`src/rtl/cpu_pkg.sv`:
```
// Shared constants and types for the 16-bit pipeline.
// Holds the instruction encoding constants and the fetch FSM state type.
package cpu_pkg;

    localparam logic [15:0] NOP_INSTR  = 16'hE000;
    localparam logic [3:0]  HLT_OPCODE = 4'hF;

    localparam logic [3:0] OP_ADD = 4'h0;
    localparam logic [3:0] OP_SUB = 4'h1;
    localparam logic [3:0] OP_AND = 4'h2;
    localparam logic [3:0] OP_OR  = 4'h3;
    localparam logic [3:0] OP_LD  = 4'h8;
    localparam logic [3:0] OP_ST  = 4'h9;
    localparam logic [3:0] OP_BR  = 4'hC;
    localparam logic [3:0] OP_PCS = 4'hE;
    localparam logic [3:0] OP_HLT = HLT_OPCODE;

    typedef enum logic [2:0] {
        StBoot    = 3'd0,
        StReq     = 3'd1,
        StHold    = 3'd2,
        StDiscard = 3'd3,
        StHalt    = 3'd4
    } fetch_state_e;

    function automatic logic [3:0] opcode_of(input logic [15:0] instr);
        return instr[15:12];
    endfunction

endpackage

```
`src/rtl/fetch_buffer.sv`:
```
// One-entry holding register for an instruction and its address.
// Covers the cycles where decode stalls after memory has already answered.
module fetch_buffer (
    input  logic        clk,
    input  logic        rst_n,
    input  logic        load,
    input  logic        clear,
    input  logic [15:0] load_instr,
    input  logic [15:0] load_pc,
    output logic [15:0] instr,
    output logic [15:0] pc,
    output logic        valid
);

    logic [15:0] instr_q;
    logic [15:0] pc_q;
    logic        valid_q;

    always_ff @(posedge clk or negedge rst_n) begin
        if (!rst_n) begin
            instr_q <= 16'h0000;
            pc_q    <= 16'h0000;
            valid_q <= 1'b0;
        end else begin
            // A clear wins so a redirect can never leave a stale entry behind.
            if (clear) begin
                valid_q <= 1'b0;
            end else if (load) begin
                valid_q <= 1'b1;
                instr_q <= load_instr;
                pc_q    <= load_pc;
            end
        end
    end

    assign instr = instr_q;
    assign pc    = pc_q;
    assign valid = valid_q;

endmodule

```
`src/rtl/fetch_stage.sv`:
```
// Instruction fetch: one outstanding request to a variable-latency memory,
// a one-entry stall buffer, wrong-path squashing and a halt park state.
module fetch_stage #(
    parameter logic [15:0] RESET_PC   = 16'h0000,
    parameter logic [15:0] NOP_INSTR  = cpu_pkg::NOP_INSTR,
    parameter logic [3:0]  HLT_OPCODE = cpu_pkg::HLT_OPCODE
) (
    input  logic        clk,
    input  logic        rst_n,
    input  logic        stall,
    input  logic        branching,
    input  logic [15:0] next_pc,
    output logic        imem_req,
    output logic [15:0] imem_addr,
    input  logic        imem_valid,
    input  logic [15:0] imem_data,
    output logic [15:0] instruction,
    output logic [15:0] pc_plus2,
    output logic        flush,
    output logic        halted
);
    import cpu_pkg::*;

    fetch_state_e state_q, state_d;
    logic [15:0]  req_addr_q, req_addr_d;
    // Redirect target parked while a squashed request is still in flight.
    logic [15:0]  tgt_addr_q, tgt_addr_d;

    logic        buf_load;
    logic        buf_clear;
    logic        buf_valid;
    logic [15:0] buf_instr;
    logic [15:0] buf_pc;

    logic        mem_offer;
    logic        offer_valid;
    logic [15:0] offer_instr;
    logic [15:0] req_addr_plus2;
    logic [15:0] buf_pc_plus2;
    logic        mem_is_hlt;
    logic        buf_is_hlt;
    logic        outstanding;

    fetch_buffer u_fetch_buffer (
        .clk        (clk),
        .rst_n      (rst_n),
        .load       (buf_load),
        .clear      (buf_clear),
        .load_instr (imem_data),
        .load_pc    (req_addr_q),
        .instr      (buf_instr),
        .pc         (buf_pc),
        .valid      (buf_valid)
    );

    assign req_addr_plus2 = req_addr_q + 16'd2;
    assign buf_pc_plus2   = buf_pc + 16'd2;

    // Memory data goes straight to decode in its response cycle; DISCARD never offers.
    assign mem_offer   = (state_q == StReq) && imem_valid;
    assign offer_valid = buf_valid || mem_offer;
    assign offer_instr = buf_valid ? buf_instr : imem_data;

    assign mem_is_hlt  = (opcode_of(imem_data) == HLT_OPCODE);
    assign buf_is_hlt  = (opcode_of(buf_instr) == HLT_OPCODE);
    assign outstanding = ((state_q == StReq) || (state_q == StDiscard)) && !imem_valid;

    assign imem_req    = (state_q == StReq) || (state_q == StDiscard);
    assign imem_addr   = req_addr_q;
    assign instruction = offer_valid ? offer_instr : NOP_INSTR;
    assign pc_plus2    = buf_valid ? buf_pc_plus2 : req_addr_plus2;
    assign flush       = branching;
    assign halted      = (state_q == StHalt);

    always_comb begin
        state_d    = state_q;
        req_addr_d = req_addr_q;
        tgt_addr_d = tgt_addr_q;
        buf_load   = 1'b0;
        buf_clear  = 1'b0;

        unique case (state_q)
            StBoot: begin
                state_d = StReq;
            end
            StReq: begin
                if (imem_valid) begin
                    if (stall) begin
                        buf_load = 1'b1;
                        state_d  = StHold;
                    end else begin
                        req_addr_d = req_addr_plus2;
                        state_d    = mem_is_hlt ? StHalt : StReq;
                    end
                end
            end
            StHold: begin
                if (!stall) begin
                    buf_clear  = 1'b1;
                    req_addr_d = buf_pc_plus2;
                    state_d    = buf_is_hlt ? StHalt : StReq;
                end
            end
            StDiscard: begin
                if (imem_valid) begin
                    req_addr_d = tgt_addr_q;
                    state_d    = StReq;
                end
            end
            StHalt: begin
                state_d = StHalt;
            end
            default: begin
                state_d = StBoot;
            end
        endcase

        // A redirect overrides everything; imem_addr must stay put while a request is open.
        if (branching) begin
            buf_load  = 1'b0;
            buf_clear = 1'b1;
            if (outstanding) begin
                req_addr_d = req_addr_q;
                tgt_addr_d = next_pc;
                state_d    = StDiscard;
            end else begin
                req_addr_d = next_pc;
                state_d    = StReq;
            end
        end
    end

    always_ff @(posedge clk or negedge rst_n) begin
        if (!rst_n) begin
            state_q    <= StBoot;
            req_addr_q <= RESET_PC;
            tgt_addr_q <= RESET_PC;
        end else begin
            state_q    <= state_d;
            req_addr_q <= req_addr_d;
            tgt_addr_q <= tgt_addr_d;
        end
    end

    addr_stable_a : assert property (@(posedge clk) disable iff (!rst_n)
        (imem_req && !imem_valid) |=> $stable(imem_addr));

    buf_only_in_hold_a : assert property (@(posedge clk) disable iff (!rst_n)
        buf_valid |-> (state_q == StHold));

endmodule
```
`config.mk`:
```
export PLATFORM = sky130hd
export DESIGN_NAME = fetch_stage
export DESIGN_NICKNAME = d
export VERILOG_FILES = /design/src/rtl/cpu_pkg.sv /design/src/rtl/fetch_buffer.sv /design/src/rtl/fetch_stage.sv
export SDC_FILE = /design/constraint.sdc
export NUM_CORES = 1
export LEC_CHECK = 0
export BUFFER_PORTS_ARGS = -buffer_cell sky130_fd_sc_hd__buf_4
export CORE_MARGIN = 2
export CORE_UTILIZATION = 55
export DETAILED_ROUTE_END_ITERATION = 6
export PLACE_DENSITY_LB_ADDON = 0.12
export SYNTH_ARGS = -nofsm -noshare
export SYNTH_HDL_FRONTEND = slang
export SYNTH_SLANG_ARGS = --single-unit
```
`constraint.sdc`:
```
create_clock -name clk -period 2.3 [get_ports clk]
set_input_delay 0.23 -clock clk [delete_from_list [all_inputs] [get_ports clk]]
set_output_delay 0.23 -clock clk [all_outputs]
set_load 0.01 [all_outputs]
```
==> metrics list, run 1 <==
* Count of synthesis-stage warnings from yosys: 0
- The die covers ~0.008 mm^2.
* Critical-path maximum fanout: 4
* Routed wire length per instance: between 15 and 20 um
- Maximum VDD drop: around 0.00055 V
* Count of boundary I/O pins: 88
- The die is 90.6 um tall.
* Worst-skew pair later-pin latency: around 0.35 ns
- In this run the mean area of a mapped cell was ~9.7 um^2.
* CP peak stage delay: around 0.51 ns
- The root buffer cell chosen for the clock tree is sky130_fd_sc_hd__clkbuf_8.
- Post-detail-place hpwl: between 7000 and 8000 um
- Entering global routing, the biggest net connects 69 pins.
- For the pin with the worst max-slew slack, the measured transition is 0.900 ns.
- Power spread over the standard cell area amounts to a little over 900 mW/mm^2.
- Row generation in the floorplan step produced 31 rows.
- Counting every sink on the clock net gives 68.
- Power consumption: 4.97 mW
- For this run, the leading register cell type out of synthesis is sky130_fd_sc_hd__dfrtp_1.
* Post-synth EDFFs: 0
* Total DRC errors in the routed layout: 0
- Final instance area: 0.00533 mm^2
- Switching part of the total power: between 30% and 40%
- Required time of the critical path: slightly above 2 ns
- Timing would allow up to between 400 and 500 MHz.
- Once layout is complete, the cells apart from fillers number between 600 and 700.
- The critical path in this run is classified as reg2out.
- In this run, synthesis produced a sequential element count of 68.
* Global-route wire length before repair: roughly 18,000 um
* H-tree Lvls: 3
* Antenna diode count: 0
- Detail Route Antenna Nets: 0
* Part of the Yosys area used for sequential elements: 41.3%
- Cells fill around three quarters of the core in the end.
- Arrival time of data at the critical path endpoint: just over 2 ns
- Setup violations remaining at the end of the flow were counted as 0.
* Time the worst path needs with I/O delays and setup: between 2 and 2.5 ns
* Logic pwr share: 41.4%
* Worst-case clock skew: 0.00974 ns
* Post-Syn Instances: approximately 430
- The initial antenna violation count came to 0.
- DR vias/cell: approximately 5.9
- Worst setup slack after placement: approximately 0.26 ns
- Part of the total power dissipated in sequential elements: between 40% and 50%
- CTS Hold Buffers Added: 0
- The signal on the critical path passes through ha_4, nand2_4, or4_4, xnor2_2, nor2_1, a21oi_1, buf_4.
- GRT overflow: 0
- Counting distinct cell types in the post-synthesis netlist gives 52.
- Category of the worst setup path capture point: output port
- The number of clock buffers added by TritonCTS is 9.
- In the finished design, the share of the clock period the worst path needs comes to between 90 and 100%.
* Reported max-cap violation count: 0
- Global placement routability congestion: between 0.8 and 0.9
- Clock power share: between 10% and 20%
- After clock tree synthesis, the clock-pin slew on the worst setup and hold paths is approximately 0.070 ns.
- TritonCTS built the clock tree.
* Vias after detailed routing: approximately 3,800
* Count of nets after finishing: roughly 580
* Critical Path Start Type: register
- P_sw: 1.85 mW
* Starting Density: 56.9%
* Relative area change from synthesis to final layout: 29.3%
- Summed over all layers, the routed wires come to between 10,000 and 15,000 um.
- Final count of pins violating max slew: 0
- The via count of the first global-routing pass was ~3,600.
* Async set or reset register ratio after synthesis: 100%
- The count of endpoints failing hold in the final timing report is 0.
- Placed standard-cell area: approximately 0.0049 mm^2
- During placement, the flow inserted port buffers numbering 87.
- Once placement completed, the tool counted placed cells totaling 601.
- The run finished with clean final reports.
- The first detailed-routing pass ran for 5 iterations.
- The slowest stage of the critical path is the sky130_fd_sc_hd__or4_4 cell.
- Rel. slew slack: roughly two fifths
- When the netlist entered floorplanning its net count stood at about 470.
* Number of violations reported at the end of detailed-routing iteration 0: between 200 and 300
- The synthesized netlist occupies a cell area of around 0.0041 mm^2.
- The core region is between 0.007 and 0.008 mm^2.
- Once routing completed, OpenROAD measured the worst setup slack at around 0.022 ns.
* Class of the worst hold path: in2async
* Horizontal die dimension: between 90 and 100 um
- RSZ-0062 raised after global routing: true
- No sink is reached through more buffers than the 2 on the longest clock path.
- Global routing used 27.5% of the available tracks across all layers.
* Leakage power total: 2.39 nW
- Cell internal power was estimated by the tool at between 3 and 4 mW.
- Share of cells above drive strength 1: between 40% and 50%
==> final timing paths <==
check                      cells past startpoint                    endpoint  slack, ns                 startpoint
max in group asynchronous                      1   imem_addr[11]$_DFFE_PN0P_       1.64                      rst_n
min in group clk                               2  tgt_addr_q[15]$_DFFE_PN0P_       0.12                next_pc[15]
min reg2reg                                    1   tgt_addr_q[3]$_DFFE_PN0P_       0.51  tgt_addr_q[3]$_DFFE_PN0P_
max reg2reg                                    5   imem_addr[10]$_DFFE_PN0P_       0.27     state_q[2]$_DFFE_PN0P_
min                                            1   tgt_addr_q[6]$_DFFE_PN0P_      0.005                      rst_n
max                                            7                pc_plus2[13]       0.02   imem_addr[2]$_DFFE_PN0P_
==> power groups by stage <==
stage	clock network [mW]	registers [mW]	logic, mW
finish	0.920	1.99	2.06
global route	0.987	2.04	2.23
CTS	0.931	2.00	1.85
global placement	0	1.99	1.80
floorplan	0	1.92	1.15
detailed placement	0	2.01	1.83
==> metrics by stage <==
| step | setup TNS, ns | hold slack, ns |
|---|---|---|
| finish | 0 | 0.00529 |
| detailed placement | 0 | 0.403 |
| CTS | -0.0221 | 0.0348 |
| global route | -0.210 | 0.0796 |
| global placement | 0 | 0.403 |
| floorplan | 0 | -0.0656 |
==> Yosys cell counts, types with 2 or more instances <==
cell | n | area share (%)
sky130_fd_sc_hd__nor2_1 | 36 | 3.3
sky130_fd_sc_hd__ha_1 | 3 | 0.91
sky130_fd_sc_hd__buf_4 | 3 | 0.55
sky130_fd_sc_hd__o31ai_1 | 2 | 0.36
sky130_fd_sc_hd__buf_2 | 11 | 1.3
sky130_fd_sc_hd__nand4_1 | 5 | 0.76
sky130_fd_sc_hd__or3_1 | 2 | 0.30
sky130_fd_sc_hd__inv_1 | 8 | 0.73
sky130_fd_sc_hd__xnor2_1 | 14 | 3.0
sky130_fd_sc_hd__nand3_1 | 14 | 1.7
sky130_fd_sc_hd__nand2_1 | 30 | 2.7
sky130_fd_sc_hd__xor2_1 | 12 | 2.5
sky130_fd_sc_hd__o21ai_0 | 21 | 2.5
sky130_fd_sc_hd__dfrtp_1 | 68 | 41
sky130_fd_sc_hd__a31oi_1 | 9 | 1.4
sky130_fd_sc_hd__and3_1 | 4 | 0.61
sky130_fd_sc_hd__buf_1 | 3 | 0.27
sky130_fd_sc_hd__clkbuf_1 | 11 | 1.0
sky130_fd_sc_hd__a22o_1 | 13 | 2.8
sky130_fd_sc_hd__mux2_2 | 49 | 13
sky130_fd_sc_hd__nand4_4 | 2 | 1.0
sky130_fd_sc_hd__nor2b_1 | 3 | 0.46
sky130_fd_sc_hd__a211oi_1 | 6 | 1.1
sky130_fd_sc_hd__nand2b_1 | 13 | 2.0
sky130_fd_sc_hd__a21o_1 | 4 | 0.73
sky130_fd_sc_hd__nor3_1 | 15 | 1.8
sky130_fd_sc_hd__nor4_1 | 4 | 0.61
sky130_fd_sc_hd__a21oi_1 | 24 | 2.9
sky130_fd_sc_hd__or4_4 | 2 | 0.55
sky130_fd_sc_hd__mux2i_1 | 12 | 2.9
==> registers in the layout (all words and copies together) (netlist names) <==
register	cells
state_q	3
u_fetch_buffer.pc	16
u_fetch_buffer.instr	16
u_fetch_buffer.valid	1
tgt_addr_q	16
imem_addr	16
==> what timing repair did <==
item,4_1_cts,5_1_grt
setup endpoints to repair,3,7
gates resized for setup,11,11
buffers inserted,0,22
pin swaps,0,6
==> metal layers <==
metal  vias up  part of all wire [%]  global-route usage [%]
li1       1749                     -                       -
met1      1860                    43                    36.1
met2       132                    51                    46.1
met3        15                   5.2                    5.43
met4         0                   1.4                    7.82
met5         -                     0                       0
==> worst max-delay path: cells and delay by family, from the launching register on <==
family,cells,cell delay (ns)
and+or+nand+nor,3,0.64
DFF,1,0.42
adders and majority gates,1,0.19
xor gates and xnor gates,1,0.16
AOI/OAI and AO/OA,1,0.15
buffers and inverters,1,0.15
==> cell families after synthesis <==
kind of cell	synth area share, %
AO/OA/AOI/OAI	14.5
XOR/XNOR	5.52
adder cells (fa/ha/maj)	0.910
buffers and inverters	4.16
flip-flops	41.3
multiplexers	16.3
AND/OR/NAND/NOR	17.4
==> area by class of cell <==
class,count,area [um^2]
clock buffer,12,165
clock inverter,2,10.0
fill,555,1920
inverter,9,33.8
multi-input combinational,319,2330
sequential,68,1710
tap,99,124
timing repair buffer,128,961
==> placed cells by master (no fill, tap or decap), drive strengths merged, types with 7 or more instances in the layout <==
master	synthesis	final
buf	17	128
nor3	16	16
a21oi	24	24
nor2	37	37
nand2b	13	13
nand3	14	14
xor2	12	12
clkbuf	12	12
a22o	13	13
inv	8	8
o21ai	23	23
nand4	7	7
a31oi	9	9
nand2	30	30
mux2i	12	12
dfrtp	68	68
mux2	49	49
xnor2	14	14
Note: power is estimated with default switching activity, not from simulation.
==> inputs of run 2 (changes only) <==
CORE_UTILIZATION = 59   (was 55)
clock period = 2.96 ns   (was 2.3 ns; I/O delays follow)
==> run 2 against run 1 <==
Clock skew is 0.0016 ns lower. Flip-flop and latch count unchanged. Via count decreased by 3.9%. Global-route usage up 2.3 points. Total power down 21%. Clock power rose by 4.2%. Routed wire length shrank 5.5%. Critical path depth unchanged. Sequential share of layout area increased by 1.4 points. Highest routed layer unchanged.
==> metrics list, run 2 (same netlist as run 1, synthesis figures left out) <==
* Result of the run: completed (unchanged)
* Maximum VDD drop: 0.000341 V (was 0.000553 V)
- The total congestion overflow after global routing was 0 (unchanged).
* Detail Route Antenna Nets: 0 (unchanged)
* Vias after detailed routing: 3,611 (was 3,756)
* Switching part of the total power: 35.9% (was 37.2%)
- Based on the critical path, the design can be clocked at up to 393 MHz.
* Clock root buffer: sky130_fd_sc_hd__clkbuf_8 (unchanged)
* Class of the worst hold path: in2async (unchanged)
- The relative contribution of combinational cells to total power came to 35.4% (was 41.4%).
- Total clock buffers created by CTS: 9 (unchanged)
* DR vias/cell: 5.98 (was 5.90)
* Total length of routed wires: 10,800 um (was 11,500 um)
* Worst flop-to-flop path endpoint: tgt_addr_q[7]$_DFFE_PN0P_ (was imem_addr[10]$_DFFE_PN0P_)
- The start of the worst register-to-register path is state_q[0]$_DFFE_PN0P_ (was state_q[2]$_DFFE_PN0P_).
* Post-cts repair resize count: 0 (was 11)
* Horizontal die dimension: 87.6 um (was 90.6 um)
* Path depth of the worst reg2reg path: 4 (was 5)
* Register clock-pin slew on the reported worst setup and hold paths: 0.08 ns (was 0.07 ns)
- The arrival time at the worst endpoint is 2.25 ns (was 2.05 ns).
* Floorplan core area: 0.00679 mm^2 (was 0.00725 mm^2)
- P_sw: 1.40 mW (was 1.85 mW)
- The half-perimeter wire length after placement is 7440 um (was 7860 um).
- Die Outline Area: 0.00767 mm^2 (was 0.00821 mm^2)
* Critical-path maximum fanout: 7 (was 4)
- Dividing the final minimum period by the clock period gives a little under nine tenths.
- Leakage power total: 2.25 nW (was 2.39 nW)
- The area growth from synthesis to final layout is 23.1% (was 29.3%).
- The maximum number of pins on one net before global-route repair came to 69 (unchanged).
- The number of pins with negative max-slew slack in the final report came to 0 (unchanged).
- The internal power component is 2.51 mW (was 3.12 mW).
- Share of cells above drive strength 1: 33.7% (was 40.9%)
* H-tree Lvls: 3 (unchanged)
- The type of the worst setup path is reg2out (unchanged).
- Reported max-cap violation count: 0 (unchanged)
- The total number of placement rows was 30 (was 31).
- Measured slew at the worst slew-check pin: 0.859 ns (was 0.900 ns)
* RSZ-0062 raised after global routing: false (was true)
* Global-route wire length before repair: 17,600 um (was 18,000 um)
- The number of sinks handled by clock tree synthesis came to 68 (unchanged).
- The footprint of the flip-flops and latches came to 0.00170 mm^2 (was 0.00171 mm^2).
- Fill cell count: 511 (was 555)
- The initial antenna violation count was 0 (unchanged).
* Time the worst path needs with I/O delays and setup: around 2.5 ns
- The count of endpoints failing hold in the final timing report is 0 (unchanged).
- Areal power density over the cells: 771 mW/mm^2 (was 931 mW/mm^2)
- Category of the worst setup path capture point: output port (unchanged)
- The number of iterations in the first detailed-routing pass came to 5 (unchanged).
- The total power of the final layout came to 3.92 mW (was 4.97 mW).
- Required time of the critical path: 2.66 ns (was 2.07 ns)
- The overall die height came to 87.6 um (was 90.6 um).
- Buffer levels on the longest clock path: 2 (unchanged)
* Part of the total power dissipated in sequential elements: 40.1% (was 40.0%)
- Worst-case clock skew: 0.00813 ns (was 0.00974 ns)
- The number of I/O pins is 88 (unchanged).
* Clock power share: 24.5% (was 18.5%)
- List of cells traversed by the critical path: ha_1, nand2_1, or4_4, xnor2_1, nor2_1, a21oi_1, buf_4 (was ha_4, nand2_4, or4_4, xnor2_2, nor2_1, a21oi_1, buf_4).
- The count of buffers inserted at the top-level ports was 87 (unchanged).
- Area of the multi-input gates: 0.00225 mm^2 (was 0.00233 mm^2)
- Critical Path Start Type: register (unchanged)
- Postcts setup bufs: 0 (unchanged)
* Routed wire length per instance: 17.9 um (was 18.0 um)
* TritonCTS clock tree: done (unchanged)
- The latest clock arrival within the worst-skew pair came to 0.35 ns (about the same).
* GRT Overall Usage: 29.8% (was 27.5%)
- Critical-path cell with the highest stage delay: sky130_fd_sc_hd__or4_4 (unchanged)
- The first-iteration detailed-routing DRC count is 275 (unchanged).
* CTS Hold Buffers Added: 0 (unchanged)
- Share of the core filled with cells in the final layout: 74.7% (was 73.5%)
* Total DRC errors in the routed layout: 0 (unchanged)
- The setup violation total in the final timing report is 0 (unchanged).
- Rel. slew slack: 42.7% (was 40.0%)
- The total negative slack for setup checks was 0 ns (unchanged).
* Setup slack on the worst flop-to-flop path: 0.63 ns (was 0.27 ns)
* Global placement routability congestion: 0.895 (was 0.887)
* Count of nets after finishing: 543 (was 575)
* CP peak stage delay: 0.50 ns (was 0.51 ns)
* Via count of the first global-routing pass: 3,561 (was 3,620)
* Starting Density: 60.7% (was 56.9%)
* Antenna diode count: 0 (unchanged)
* Most common cell after layout, fill and taps aside: sky130_fd_sc_hd__buf_4 (unchanged)
- Most frequent cells in the layout: 96 x sky130_fd_sc_hd__buf_4, 68 x sky130_fd_sc_hd__dfrtp_1, 49 x sky130_fd_sc_hd__mux2_2, 36 x sky130_fd_sc_hd__nor2_1, 30 x sky130_fd_sc_hd__nand2_1 (was 128 x sky130_fd_sc_hd__buf_4, 59 x sky130_fd_sc_hd__dfrtp_1, 49 x sky130_fd_sc_hd__mux2_2, 36 x sky130_fd_sc_hd__nor2_1, 29 x sky130_fd_sc_hd__nand2_1)
-- run 2: worst max path at each step --
| stage | to | from | slack (ns) | depth (start not counted) |
|---|---|---|---|---|
| 6_report | pc_plus2[13] | imem_addr[1]$_DFFE_PN0P_ | 0.41 | 7 |
| 5_1_grt | pc_plus2[13] | imem_addr[1]$_DFFE_PN0P_ | 0.23 | 7 |
| 4_1_cts | pc_plus2[13] | imem_addr[1]$_DFFE_PN0P_ | 0.43 | 7 |
| 3_5_place_dp | tgt_addr_q[7]$_DFFE_PN0P_ | state_q[0]$_DFFE_PN0P_ | 0.72 | 4 |
| 3_3_place_gp | imem_addr[10]$_DFFE_PN0P_ | state_q[0]$_DFFE_PN0P_ | 0.77 | 5 |
| 2_1_floorplan | pc_plus2[13] | imem_addr[4]$_DFFE_PN0P_ | 1.00 | 6 |
-- run 2: final cells by class --
type / count / share of cell area, %
inverters: 9 / 0.666
well taps: 96 / 2.37
multi-input cells: 319 / 44.3
clock buffers: 10 / 2.71
clock inverters: 6 / 2.19
flip-flops and latches: 68 / 33.5
repair buffers: 96 / 14.2
-- run 2: power groups by stage --
stage	registers (mW)	clock network, mW	logic [mW]
final	1.57	0.959	1.39
after CTS	1.56	0.965	1.39
after detailed placement	1.58	0	1.38
after global routing	1.61	1.01	1.52
after floorplan	1.49	0	0.891
after global placement	1.57	0	1.35
-- run 2: worst max-delay path: cells and delay by family, from the launching register on --
kind / cells / cell delay (ns)
compound gates: 1 / 0.15
xor+xnor: 1 / 0.15
fa+ha+maj: 1 / 0.25
buf+inv: 1 / 0.15
flops: 1 / 0.46
simple gates: 3 / 0.74
-- run 2: metal layers --
metal / part of all wire (%) / wire (um) / vias to the layer above / global-route usage (%)
met2: 50 / 5370 / 162 / 48.1
met5: 0 / 0 / - / 0
met1: 41 / 4450 / 1729 / 39.2
met3: 6.1 / 658 / 38 / 5.00
met4: 3.4 / 364 / 0 / 14.3
li1: - / - / 1682 / -
-- run 2: metrics by stage --
step	instances	hold slack (ns)	setup slack, ns	area [um^2]
6_report	604	0.0486	0.414	5080
3_5_place_dp	588	0.464	0.718	4830
2_1_floorplan	425	0.000409	1.00	4120
5_1_grt	604	0.142	0.231	5080
4_1_cts	604	0.0935	0.432	5080
3_3_place_gp	588	0.463	0.768	4830
